### src/rtl/hamming_7_4_tx.sv
// Hamming(7,4) transmitter: encodes a nibble into cw[7:1] (parity in positions
// 1, 2 and 4), optionally inverts one codeword bit, and shifts the codeword out
// cw[1] first with each bit held BIT_PERIOD clocks.
module hamming_7_4_tx #(
    parameter int unsigned BIT_PERIOD = 1
) (
    input  logic       clk,
    input  logic       rst,
    input  logic [3:0] in_data,
    input  logic       in_valid,
    output logic       in_ready,
    input  logic [2:0] inject_pos,
    output logic       sout,
    output logic       sout_valid,
    output logic       sout_first,
    output logic [6:0] cw_out,
    output logic [7:0] word_count
);

    localparam int unsigned   DW       = (BIT_PERIOD > 1) ? $clog2(BIT_PERIOD) : 1;
    localparam logic [DW-1:0] DIV_LAST = DW'(BIT_PERIOD - 1);

    typedef enum logic {
        IDLE,
        SHIFT
    } state_t;

    state_t          state;
    logic [2:0]      idx;
    logic [DW-1:0]   div;
    logic [6:0]      enc_cw;
    logic [6:0]      inj_mask;
    logic [6:0]      new_cw;
    logic            last_cycle;
    logic            accept;

    // Encode the incoming nibble; bit k-1 of each vector holds cw[k].
    always_comb begin
        enc_cw[0] = in_data[3] ^ in_data[2] ^ in_data[0];
        enc_cw[1] = in_data[3] ^ in_data[1] ^ in_data[0];
        enc_cw[2] = in_data[3];
        enc_cw[3] = in_data[2] ^ in_data[1] ^ in_data[0];
        enc_cw[4] = in_data[2];
        enc_cw[5] = in_data[1];
        enc_cw[6] = in_data[0];
        inj_mask  = '0;
        if (inject_pos != 3'd0) begin
            inj_mask = 7'd1 << (inject_pos - 3'd1);
        end
        new_cw = enc_cw ^ inj_mask;
    end

    // Handshake: ready while idle or on the final cycle of the current word.
    always_comb begin
        last_cycle = (state == SHIFT) && (idx == 3'd7) && (div == DIV_LAST);
        in_ready   = ((state == IDLE) || last_cycle) && !rst;
        accept     = in_valid && in_ready;
    end

    // Shift FSM with registered serial outputs. cw_out doubles as the shift
    // source since it always holds the word being sent.
    always_ff @(posedge clk) begin
        if (rst) begin
            state      <= IDLE;
            idx        <= 3'd1;
            div        <= '0;
            sout       <= 1'b0;
            sout_valid <= 1'b0;
            sout_first <= 1'b0;
            cw_out     <= '0;
            word_count <= '0;
        end else if (accept) begin
            // Accept is only possible from IDLE or the last cycle, so a reload
            // here also covers back-to-back words.
            if (last_cycle) begin
                word_count <= word_count + 8'd1;
            end
            state      <= SHIFT;
            cw_out     <= new_cw;
            idx        <= 3'd1;
            div        <= '0;
            sout       <= new_cw[0];
            sout_valid <= 1'b1;
            sout_first <= 1'b1;
        end else if (state == SHIFT) begin
            if (div == DIV_LAST) begin
                div <= '0;
                if (idx == 3'd7) begin
                    word_count <= word_count + 8'd1;
                    state      <= IDLE;
                    idx        <= 3'd1;
                    sout       <= 1'b0;
                    sout_valid <= 1'b0;
                    sout_first <= 1'b0;
                end else begin
                    idx        <= idx + 3'd1;
                    sout       <= cw_out[idx];
                    sout_first <= 1'b0;
                end
            end else begin
                div <= div + 1'b1;
            end
        end
    end

endmodule

### config.mk
export PLATFORM = sky130hd
export DESIGN_NAME = hamming_7_4_tx
export DESIGN_NICKNAME = d
export VERILOG_FILES = /design/src/rtl/hamming_7_4_tx.sv
export SDC_FILE = /design/constraint.sdc
export NUM_CORES = 1
export LEC_CHECK = 0
export CORE_MARGIN = 2
export CORE_UTILIZATION = 32
export DETAILED_ROUTE_END_ITERATION = 8
export GPL_TIMING_DRIVEN = 0
export PLACE_DENSITY = 0.57
export SETUP_SLACK_MARGIN = 0.05
export SYNTH_ARGS = -nofsm -noshare
export SYNTH_HDL_FRONTEND = slang
export SYNTH_SLANG_ARGS = --single-unit
### constraint.sdc
create_clock -name clk -period 3.75 [get_ports clk]
set_clock_uncertainty 0.05 [all_clocks]
set_input_delay 1.125 -clock clk [delete_from_list [all_inputs] [get_ports clk]]
set_output_delay 1.125 -clock clk [all_outputs]
set_load 0.1 [all_outputs]
==> results.json, run 1 <==
{
  "outcome": "finished, final reports clean",
  "power_leakage_nw": 0.540,
  "hold_path.class": "reg -> reg",
  "core_mm2": 0.00334,
  "grt_overflow_total": 0,
  "layout.cells.most_common_list": "27 x sky130_fd_sc_hd__clkdlybuf4s50_1, 22 x sky130_fd_sc_hd__dfxtp_1, 12 x sky130_fd_sc_hd__o21ai_0",
  "worst_r2r_startpoint": "idx[0]",
  "route.detailed.drc": 0,
  "clock-root-buffer": "sky130_fd_sc_hd__clkbuf_4",
  "synth.cell_area_mm2": 0.00112,
  "die_area_mm2": 0.00398,
  "die_width_um": 63.1,
  "design_power_total_w": 0.000601,
  "tritoncts": "built",
  "cp-end-kind": "primary output",
  "design.portCount": 29,
  "initial_core_util_pct": 33.5,
  "die_height_um": 63.1,
  "timing.critical_path.from": "rst",
  "drtIter0Drc": 65,
  "critical_path_class": "in -> out",
  "number_of_max_slew_violations_in_the_final_report": 0,
  "cts_sinks": 22,
  "post_synth_inst_count": 118,
  "fin_nets": 164,
  "area.growth.synth_to_final_pct": 34.8,
  "register_area_um2": 440,
  "worstSkewPairLatency_ns": 0.31,
  "post_cts.resized_instances": 6,
  "max-vdd-ir-drop_uv": 186,
  "crit_path_start_kind": "input port",
  "p_per_area_mw_per_mm2": 399,
  "clock_path_buffers": 2,
  "via_per_inst": 5.10,
  "worst_ep_required_time_ns": 2.57,
  "max_freq_mhz": 275,
  "count_of_antenna_violating_nets_left_after_detailed_routing": 0,
  "grt_pass1_wl_um": 4500,
  "drt_wl_total_um": 2490,
  "final_common_cell": "sky130_fd_sc_hd__clkdlybuf4s50_1",
  "crit-reg2reg-capture": "sout",
  "drtPass1Iterations": 4,
  "grt_usage_pct": 14.2,
  "crit_fanout": 10,
  "edff_count_synth": 0,
  "worst_setup_hold_path_clk_slew_ns": 0.12,
  "period_needed_ns": 3.63,
  "yosys_warnings": 0,
  "n_antenna_cell": 0,
  "r2r_cells": 6,
  "final_area_mm2": 0.00151,
  "post_cts_hold_buffer_count": 0,
  "placed_area_mm2": 0.00146,
  "yosysSeqAreaShare_pct": 39.4,
  "worst_slew_pin_slew_ns": 0.974,
  "count_of_buffers_inserted_at_the_top_level_ports": 28,
  "synth.avg_cell_area_um2": 9.47,
  "cts.htree.levels": 1,
  "flip_flop_and_latch_count_after_synthesis": 22,
  "final_clock_period_utilization_by_the_worst_path_pct": 96.9,
  "grt_antenna_before_repair": 0,
  "crit_end": "in_ready",
  "async_reset_ff_share_pct": 0,
  "cts_post_setup_buffers_inserted": 0,
  "routabilityCongestion": 0.683,
  "finish.utilization_pct": 45.1,
  "num_rows": 21,
  "cells_after_dpl": 192,
  "layout.filler_cells": 353,
  "slew-limit-headroom_pct": 34.9,
  "multiInputGateArea_um2": 653,
  "synth_cell_types": 29,
  "synthFlopType": "sky130_fd_sc_hd__dfxtp_1",
  "routedWlPerCell_um": 12.7,
  "via_count_of_the_first_global_routing_pass": 1000,
  "routed-via-count": 999,
  "finish.cell_count_without_fillers": 196,
  "grt_setup_unrepaired": "false",
  "cts_made_buffers": 3,
  "timing.reg2reg.setup_slack_ns": 1.83,
  "pin_count_of_the_biggest_net_entering_global_routing": 14,
  "max_cap_violations": 0,
  "finalSetupViolCount": 0,
  "report.final.hold_viol_count": 0,
  "fin_ws_ns": 0.116,
  "drive_above_1_share_pct": 6.67,
  "net_count_after_synthesis": 131,
  "pre_cts_slack_ns": -0.652,
  "dp_hpwl_um": 1870,
  "data_arrival_at_the_endpoint_of_the_critical_path_ns": 2.46
}
## report_power, final
| part | total (W) | internal (W) | switching (W) |
|---|---|---|---|
| clock | 0.000184 | 0.000108 | 0.0000759 |
| sequential | 0.000256 | 0.000246 | 0.0000101 |
| combinational | 0.000161 | 0.0000511 | 0.000110 |
| total | 0.000601 | 0.000405 | 0.000196 |
## metrics by stage
step	hold slack (ns)	TNS [ns]
finish	0.436	0
global placement	0.411	-0.667
global route	0.486	0
floorplan	0.469	0
CTS	0.439	0
detailed placement	0.419	-0.652
## per-layer routing
metal	track usage, %	share of wire (%)	vias to the layer above
li1	-	-	505
met1	17.4	48	463
met2	24.2	46	29
met3	2.32	4.8	2
met4	6.67	1.2	0
met5	0	0	-
## worst min-delay path by stage
| stage | start | to | cells after the start |
|---|---|---|---|
| 4_1_cts | sout_first | sout_first | 2 |
| 2_1_floorplan | state | state | 2 |
| 6_report | sout_first | sout_first | 2 |
| 5_1_grt | word_count[7] | word_count[7] | 2 |
| 3_5_place_dp | sout_first | sout_first | 2 |
| 3_3_place_gp | sout_first | sout_first | 2 |
## cells in the mapped netlist, types with 2 or more instances
cell type	n	area share, %
sky130_fd_sc_hd__nand2_1	3	1.0
sky130_fd_sc_hd__dfxtp_1	22	39
sky130_fd_sc_hd__or4_1	2	1.3
sky130_fd_sc_hd__mux2i_1	2	1.8
sky130_fd_sc_hd__ha_1	3	3.4
sky130_fd_sc_hd__clkbuf_1	4	1.3
sky130_fd_sc_hd__nand4_1	2	1.1
sky130_fd_sc_hd__nor3_1	3	1.3
sky130_fd_sc_hd__nand2b_1	3	1.7
sky130_fd_sc_hd__nor2_1	5	1.7
sky130_fd_sc_hd__xor2_1	9	7.1
sky130_fd_sc_hd__nand3b_1	4	2.7
sky130_fd_sc_hd__or3_1	3	1.7
sky130_fd_sc_hd__o211ai_1	7	4.7
sky130_fd_sc_hd__nor3b_1	5	3.4
sky130_fd_sc_hd__xnor3_1	3	6.0
sky130_fd_sc_hd__o31ai_1	2	1.3
sky130_fd_sc_hd__o21ai_0	12	5.4
sky130_fd_sc_hd__a21oi_1	8	3.6
sky130_fd_sc_hd__nand3_1	6	2.7
sky130_fd_sc_hd__inv_1	2	0.67
## sequential cells by signal, indices dropped and copies added, names as in the netlist
register and count:
sout_valid 1, cw_out 7, sout_first 1, sout 1
idx 3, state 1, word_count 8
## cell type report
type	count	area share (%)
Buffer	4	1.08
Clock buffer	3	1.50
Clock inverter	1	1.99
Inverter	3	0.748
Multi-Input combinational cell	89	43.4
Sequential cell	22	29.2
Tap cell	46	3.82
Timing Repair Buffer	28	18.3
## worst max-delay path: stages
cell and delay (ns):
sky130_fd_sc_hd__clkdlybuf4s50_1 0.51, sky130_fd_sc_hd__clkbuf_2 0.25, sky130_fd_sc_hd__nor2_2 0.14, sky130_fd_sc_hd__buf_2 0.43
## cell families after synthesis
| logic type | after synthesis | share of synthesized area (%) |
|---|---|---|
| AND/OR/NAND/NOR | 38 | 19.8 |
| flip-flops | 22 | 39.4 |
| AO/OA/AOI/OAI | 33 | 18.1 |
| buffers and inverters | 7 | 2.35 |
| adder cells (fa/ha/maj) | 3 | 3.36 |
| XOR/XNOR | 12 | 13.1 |
| multiplexers | 3 | 3.81 |
Note: power is estimated with default switching activity, not from simulation.
==> run 2, diff against run 1 <==
==> constraint.sdc (replaced) <==
create_clock -name clk -period 3.74 [get_ports clk]
set_clock_uncertainty 0.05 [all_clocks]
set_input_delay 1.122 -clock clk [delete_from_list [all_inputs] [get_ports clk]]
set_output_delay 1.122 -clock clk [all_outputs]
set_load 0.1 [all_outputs]
==> run 2 against run 1 <==
Via count did not move. Combinational power barely moved. Cell count did not move. Sequential power barely moved. Core utilization rose by 0.075 points. Largest cell class unchanged. Global-route usage did not move. Register-to-register slack barely moved. Non-clock buffer count did not move.
==> results.json, run 2 (synthesis results as in run 1) <==
{
  "outcome": "finished, final reports clean",
  "routabilityCongestion": 0.683,
  "grt_usage_pct": 14.2,
  "design_power_total_w": 0.000603,
  "grt_pass1_wl_um": 4500,
  "cp-end-kind": "primary output",
  "critPathTopFamily": "buffers and inverters",
  "hold_path.class": "reg -> reg",
  "tritoncts": "built",
  "cts.htree.levels": 1,
  "cts_post_setup_buffers_inserted": 0,
  "fin_nets": 164,
  "swShare_pct": 32.6,
  "critical_path_class": "in -> out",
  "seq_power_share_pct": 42.6,
  "cts_made_buffers": 3,
  "routed-via-count": 999,
  "worst_ep_required_time_ns": 2.57,
  "design.portCount": 29,
  "total_switching_power_w": 0.000196,
  "max_cap_violations": 0,
  "critical_path.slowest_cell": "sky130_fd_sc_hd__clkdlybuf4s50_1",
  "final_common_cell": "sky130_fd_sc_hd__clkdlybuf4s50_1",
  "num_rows": 21,
  "die_area_mm2": 0.00398,
  "routedWlPerCell_um": 12.7,
  "number_of_max_slew_violations_in_the_final_report": 0,
  "worstSkewPairLatency_ns": 0.31,
  "count_of_antenna_violating_nets_left_after_detailed_routing": 0,
  "clock-root-buffer": "sky130_fd_sc_hd__clkbuf_4",
  "worst_hold_margin_ns": 0.436,
  "grt_setup_unrepaired": "false",
  "cp.buffers_inverters": 3,
  "initial_core_util_pct": 33.5,
  "drt_wl_total_um": 2490,
  "worst_slew_pin_slew_ns": 0.974,
  "route.detailed.drc": 0,
  "drtPass1Iterations": 4,
  "via_count_of_the_first_global_routing_pass": 1000,
  "critical_path.cell_chain": "clkdlybuf4s50_1 -> clkbuf_2 -> nor2_2 -> clkbuf_4",
  "clock_power_share_pct": 30.6,
  "pin_count_of_the_biggest_net_entering_global_routing": 14,
  "max-vdd-ir-drop_uv": 186,
  "clock_path_buffers": 2,
  "r2r_cells": 6,
  "finalSetupViolCount": 0,
  "layout.cells.most_common_list": "27 x sky130_fd_sc_hd__clkdlybuf4s50_1, 22 x sky130_fd_sc_hd__dfxtp_1, 12 x sky130_fd_sc_hd__o21ai_0",
  "period_needed_ns": 3.54,
  "grt_antenna_before_repair": 0,
  "power_leakage_nw": 0.541,
  "die_width_um": 63.1,
  "regMostFlops": "word_count",
  "cts_sinks": 22,
  "crit_fanout": 10,
  "area.growth.synth_to_final_pct": 35.1,
  "count_of_buffers_inserted_at_the_top_level_ports": 28,
  "grt_overflow_total": 0,
  "via_per_inst": 5.10,
  "finish.utilization_pct": 45.2,
  "critical-path-max-stage-delay_ns": 0.51,
  "post_cts_hold_buffer_count": 0,
  "report.final.hold_viol_count": 0,
  "data_arrival_at_the_endpoint_of_the_critical_path_ns": 2.36,
  "final_clock_period_utilization_by_the_worst_path_pct": 94.5,
  "whs_path_depth": 2,
  "drive_above_1_share_pct": 6.67,
  "layout_top_registers": "word_count (8), cw_out (7), idx (3)",
  "largest_register_ff_count": 8,
  "core_mm2": 0.00334,
  "dp_hpwl_um": 1870,
  "combPwrFrac_pct": 26.8,
  "crit_path_start_kind": "input port",
  "p_per_area_mw_per_mm2": 400,
  "die_height_um": 63.1,
  "drtIter0Drc": 65,
  "p_int_w": 0.000407,
  "cp_num_cells": 4,
  "worst_setup_hold_path_clk_slew_ns": 0.12,
  "slew-limit-headroom_pct": 34.9,
  "n_antenna_cell": 0,
  "max_freq_mhz": 283
}
-- run 2: changes by cell type in the layout (fill, tap and decap cells not counted) --
cell,previous run,this run
sky130_fd_sc_hd__clkbuf_4,3,4
sky130_fd_sc_hd__buf_2,1,0
-- run 2: worst register-to-register path: stages (launching register included) --
cell	delay, ns
sky130_fd_sc_hd__dfxtp_1	0.41
sky130_fd_sc_hd__ha_1	0.23
sky130_fd_sc_hd__ha_1	0.26
sky130_fd_sc_hd__and2b_1	0.24
sky130_fd_sc_hd__clkbuf_1	0.38
sky130_fd_sc_hd__o221ai_1	0.17
sky130_fd_sc_hd__o22ai_1	0.13
-- run 2: metal layers --
| metal | part of all wire (%) | GRT usage, % | vias up |
|---|---|---|---|
| li1 | - | - | 505 |
| met1 | 48 | 17.4 | 463 |
| met2 | 46 | 24.2 | 29 |
| met3 | 4.8 | 2.32 | 2 |
| met4 | 1.2 | 6.67 | 0 |
| met5 | 0 | 0 | - |
-- run 2: path summary, 6_finish.rpt --
kind	from	end	slack, ns
max	rst	in_ready	0.20
min	sout_first	sout_first	0.44
max reg2reg	idx[0]	sout	1.82
min reg2reg	sout_first	sout_first	0.44
-- run 2: timing repair --
action	CTS	global route
endpoints found under the setup margin	1	1
resized for setup	6	1
cloned	0	0
-- run 2: power groups by stage --
stage	clock network [W]	logic (W)	registers [W]
final	0.000184	0.000162	0.000257
after global routing	0.000201	0.000171	0.000259
after CTS	0.000190	0.000163	0.000257
after detailed placement	0	0.000163	0.000262
after global placement	0	0.000162	0.000262
after floorplan	0	0.0000511	0.000328
-- run 2: through the flow --
stage                     setup TNS (ns)  worst slack (ns)  cell area, µm²  cells
after floorplan                        0             0.438            1120    118
after global placement            -0.671            -0.671            1460    192
after detailed placement          -0.656            -0.656            1460    192
after CTS                              0             0.112            1510    196
after global routing                   0             0.141            1510    196
final                                  0             0.205            1510    196
-- run 2: final cells by class --
| type | count | area (µm²) |
|---|---|---|
| multi-input combinational | 89 | 653 |
| fill | 352 | 1830 |
| timing repair buffer | 28 | 278 |
| sequential | 22 | 440 |
| clock buffer | 3 | 22.5 |
| inverter | 3 | 11.3 |
| buffer | 4 | 16.3 |
| tap | 46 | 57.6 |
| clock inverter | 1 | 30.0 |
==> run 3, diff against run 2 <==
==> constraint.sdc (replaced) <==
create_clock -name clk -period 3.95 [get_ports clk]
set_clock_uncertainty 0.05 [all_clocks]
set_input_delay 1.185 -clock clk [delete_from_list [all_inputs] [get_ports clk]]
set_output_delay 1.185 -clock clk [all_outputs]
set_load 0.1 [all_outputs]
==> run 3 against run 2 <==
Cell count unchanged. Largest cell class unchanged. Sequential share of layout area up 0.097 points. First-iteration DRC count down 37%.
==> results.json, run 3 (synthesis results as in run 1) <==
{
  "hold_path.class": "reg -> reg",
  "cts_sinks": 22,
  "die_width_um": 63.1,
  "post_cts_hold_buffer_count": 0,
  "drive_above_1_share_pct": 6.00,
  "grt_overflow_total": 0,
  "worst_ep_required_time_ns": 2.71,
  "design.portCount": 29,
  "drtIter0Drc": 41,
  "register_area_um2": 440,
  "grt_antenna_before_repair": 0,
  "clock-root-buffer": "sky130_fd_sc_hd__clkbuf_4",
  "layout.cells.most_common_list": "27 x sky130_fd_sc_hd__clkdlybuf4s50_1, 22 x sky130_fd_sc_hd__dfxtp_1, 12 x sky130_fd_sc_hd__o21ai_0",
  "pin_count_of_the_biggest_net_entering_global_routing": 14,
  "num_rows": 21,
  "regMostFlops": "word_count",
  "max_cap_violations": 0,
  "cts_made_buffers": 3,
  "dp_hpwl_um": 1850,
  "routed-via-count": 971,
  "via_per_inst": 4.95,
  "final_common_cell": "sky130_fd_sc_hd__clkdlybuf4s50_1",
  "power_leakage_nw": 0.540,
  "period_needed_ns": 3.72,
  "routedWlPerCell_um": 12.5,
  "count_of_antenna_violating_nets_left_after_detailed_routing": 0,
  "routabilityCongestion": 0.708,
  "drt_wl_total_um": 2450,
  "p_per_area_mw_per_mm2": 379,
  "worstSkewPairLatency_ns": 0.31,
  "design_power_total_w": 0.000569,
  "grt_setup_unrepaired": "false",
  "grt_usage_pct": 13.0,
  "count_of_buffers_inserted_at_the_top_level_ports": 28,
  "critical_path.cell_chain": "clkdlybuf4s50_1 -> clkbuf_2 -> nor2_1 -> buf_2",
  "die_area_mm2": 0.00398,
  "data_arrival_at_the_endpoint_of_the_critical_path_ns": 2.49,
  "critPathTopFamily": "buffers and inverters",
  "critical_path.slowest_cell": "sky130_fd_sc_hd__clkdlybuf4s50_1",
  "largest_register_ff_count": 8,
  "layout_top_registers": "word_count (8), cw_out (7), idx (3)",
  "max_freq_mhz": 269,
  "fin_nets": 164,
  "worst_slew_pin_slew_ns": 0.984,
  "core_mm2": 0.00334,
  "cp.buffers_inverters": 3,
  "outcome": "finished, final reports clean",
  "area.growth.synth_to_final_pct": 34.6,
  "drtPass1Iterations": 4,
  "die_height_um": 63.1,
  "route.detailed.drc": 0,
  "grt_pass1_wl_um": 4120,
  "slew-limit-headroom_pct": 34.2,
  "crit_path_start_kind": "input port",
  "multiInputGateArea_um2": 651,
  "finish.utilization_pct": 45.1,
  "clock_path_buffers": 2,
  "finalSetupViolCount": 0,
  "number_of_max_slew_violations_in_the_final_report": 0,
  "max-vdd-ir-drop_uv": 152,
  "report.final.hold_viol_count": 0,
  "tritoncts": "built",
  "crit_fanout": 10,
  "initial_core_util_pct": 33.5,
  "critical_path_class": "in -> out",
  "cp-end-kind": "primary output",
  "cts.htree.levels": 1,
  "via_count_of_the_first_global_routing_pass": 898,
  "n_antenna_cell": 0,
  "worst_setup_hold_path_clk_slew_ns": 0.12,
  "layout.filler_cells": 361,
  "final_clock_period_utilization_by_the_worst_path_pct": 94.3,
  "critical-path-max-stage-delay_ns": 0.49
}
## run 3: stage by stage
step                      cell area [µm²]  TNS (ns)  cells  hold WS [ns]  worst slack [ns]
after floorplan                      1120         0    118         0.469            0.0680
after global placement               1460    -0.543    192         0.411            -0.543
after detailed placement             1460    -0.547    192         0.422            -0.547
after CTS                            1510         0    196         0.441            0.0867
after global routing                 1500         0    196         0.483             0.149
final                                1500         0    196         0.437             0.226
## run 3: final cells by class
type | count | share of cell area (%)
multi-input cells | 89 | 43.3
flip-flops and latches | 22 | 29.3
repair buffers | 28 | 18.3
well taps | 46 | 3.83
clock inverters | 1 | 2.00
clock buffers | 3 | 1.50
plain buffers | 4 | 1.08
inverters | 3 | 0.749
## run 3: worst paths after layout
check / from / to / slack (ns) / cells after the start
hold reg to reg: sout_first / sout_first / 0.44 / 2
hold / removal: sout_first / sout_first / 0.44 / 2
setup / recovery: rst / in_ready / 0.23 / 4
setup reg to reg: idx[0] / sout / 2.06 / 6
## run 3: worst register-to-register path: stages, from the launching register on
cell                       delay [ns]
sky130_fd_sc_hd__dfxtp_1         0.40
sky130_fd_sc_hd__ha_1            0.23
sky130_fd_sc_hd__ha_1            0.26
sky130_fd_sc_hd__and2b_1         0.24
sky130_fd_sc_hd__clkbuf_1        0.35
sky130_fd_sc_hd__o221ai_1        0.17
sky130_fd_sc_hd__o22ai_1         0.14
## run 3: timing repair
| action | 4_1_cts | 5_1_grt |
|---|---|---|
| gates resized for setup | 4 | 2 |
| setup buffers | 0 | 0 |
| setup endpoints to repair | 1 | 1 |
## run 3: report_power, final
part	switching [W]	total, W	internal (W)
Combinational	0.000104	0.000152	0.0000484
Clock	0.0000719	0.000174	0.000103
Sequential	0.00000948	0.000243	0.000234
Total	0.000185	0.000569	0.000384
## run 3: routing by layer
layer	up-vias	part of all wire, %	GRT usage [%]
met5	-	0	0
met4	0	1.2	6.67
met3	2	4.6	2.32
met2	21	43	19.7
met1	443	51	17.7
li1	505	-	-
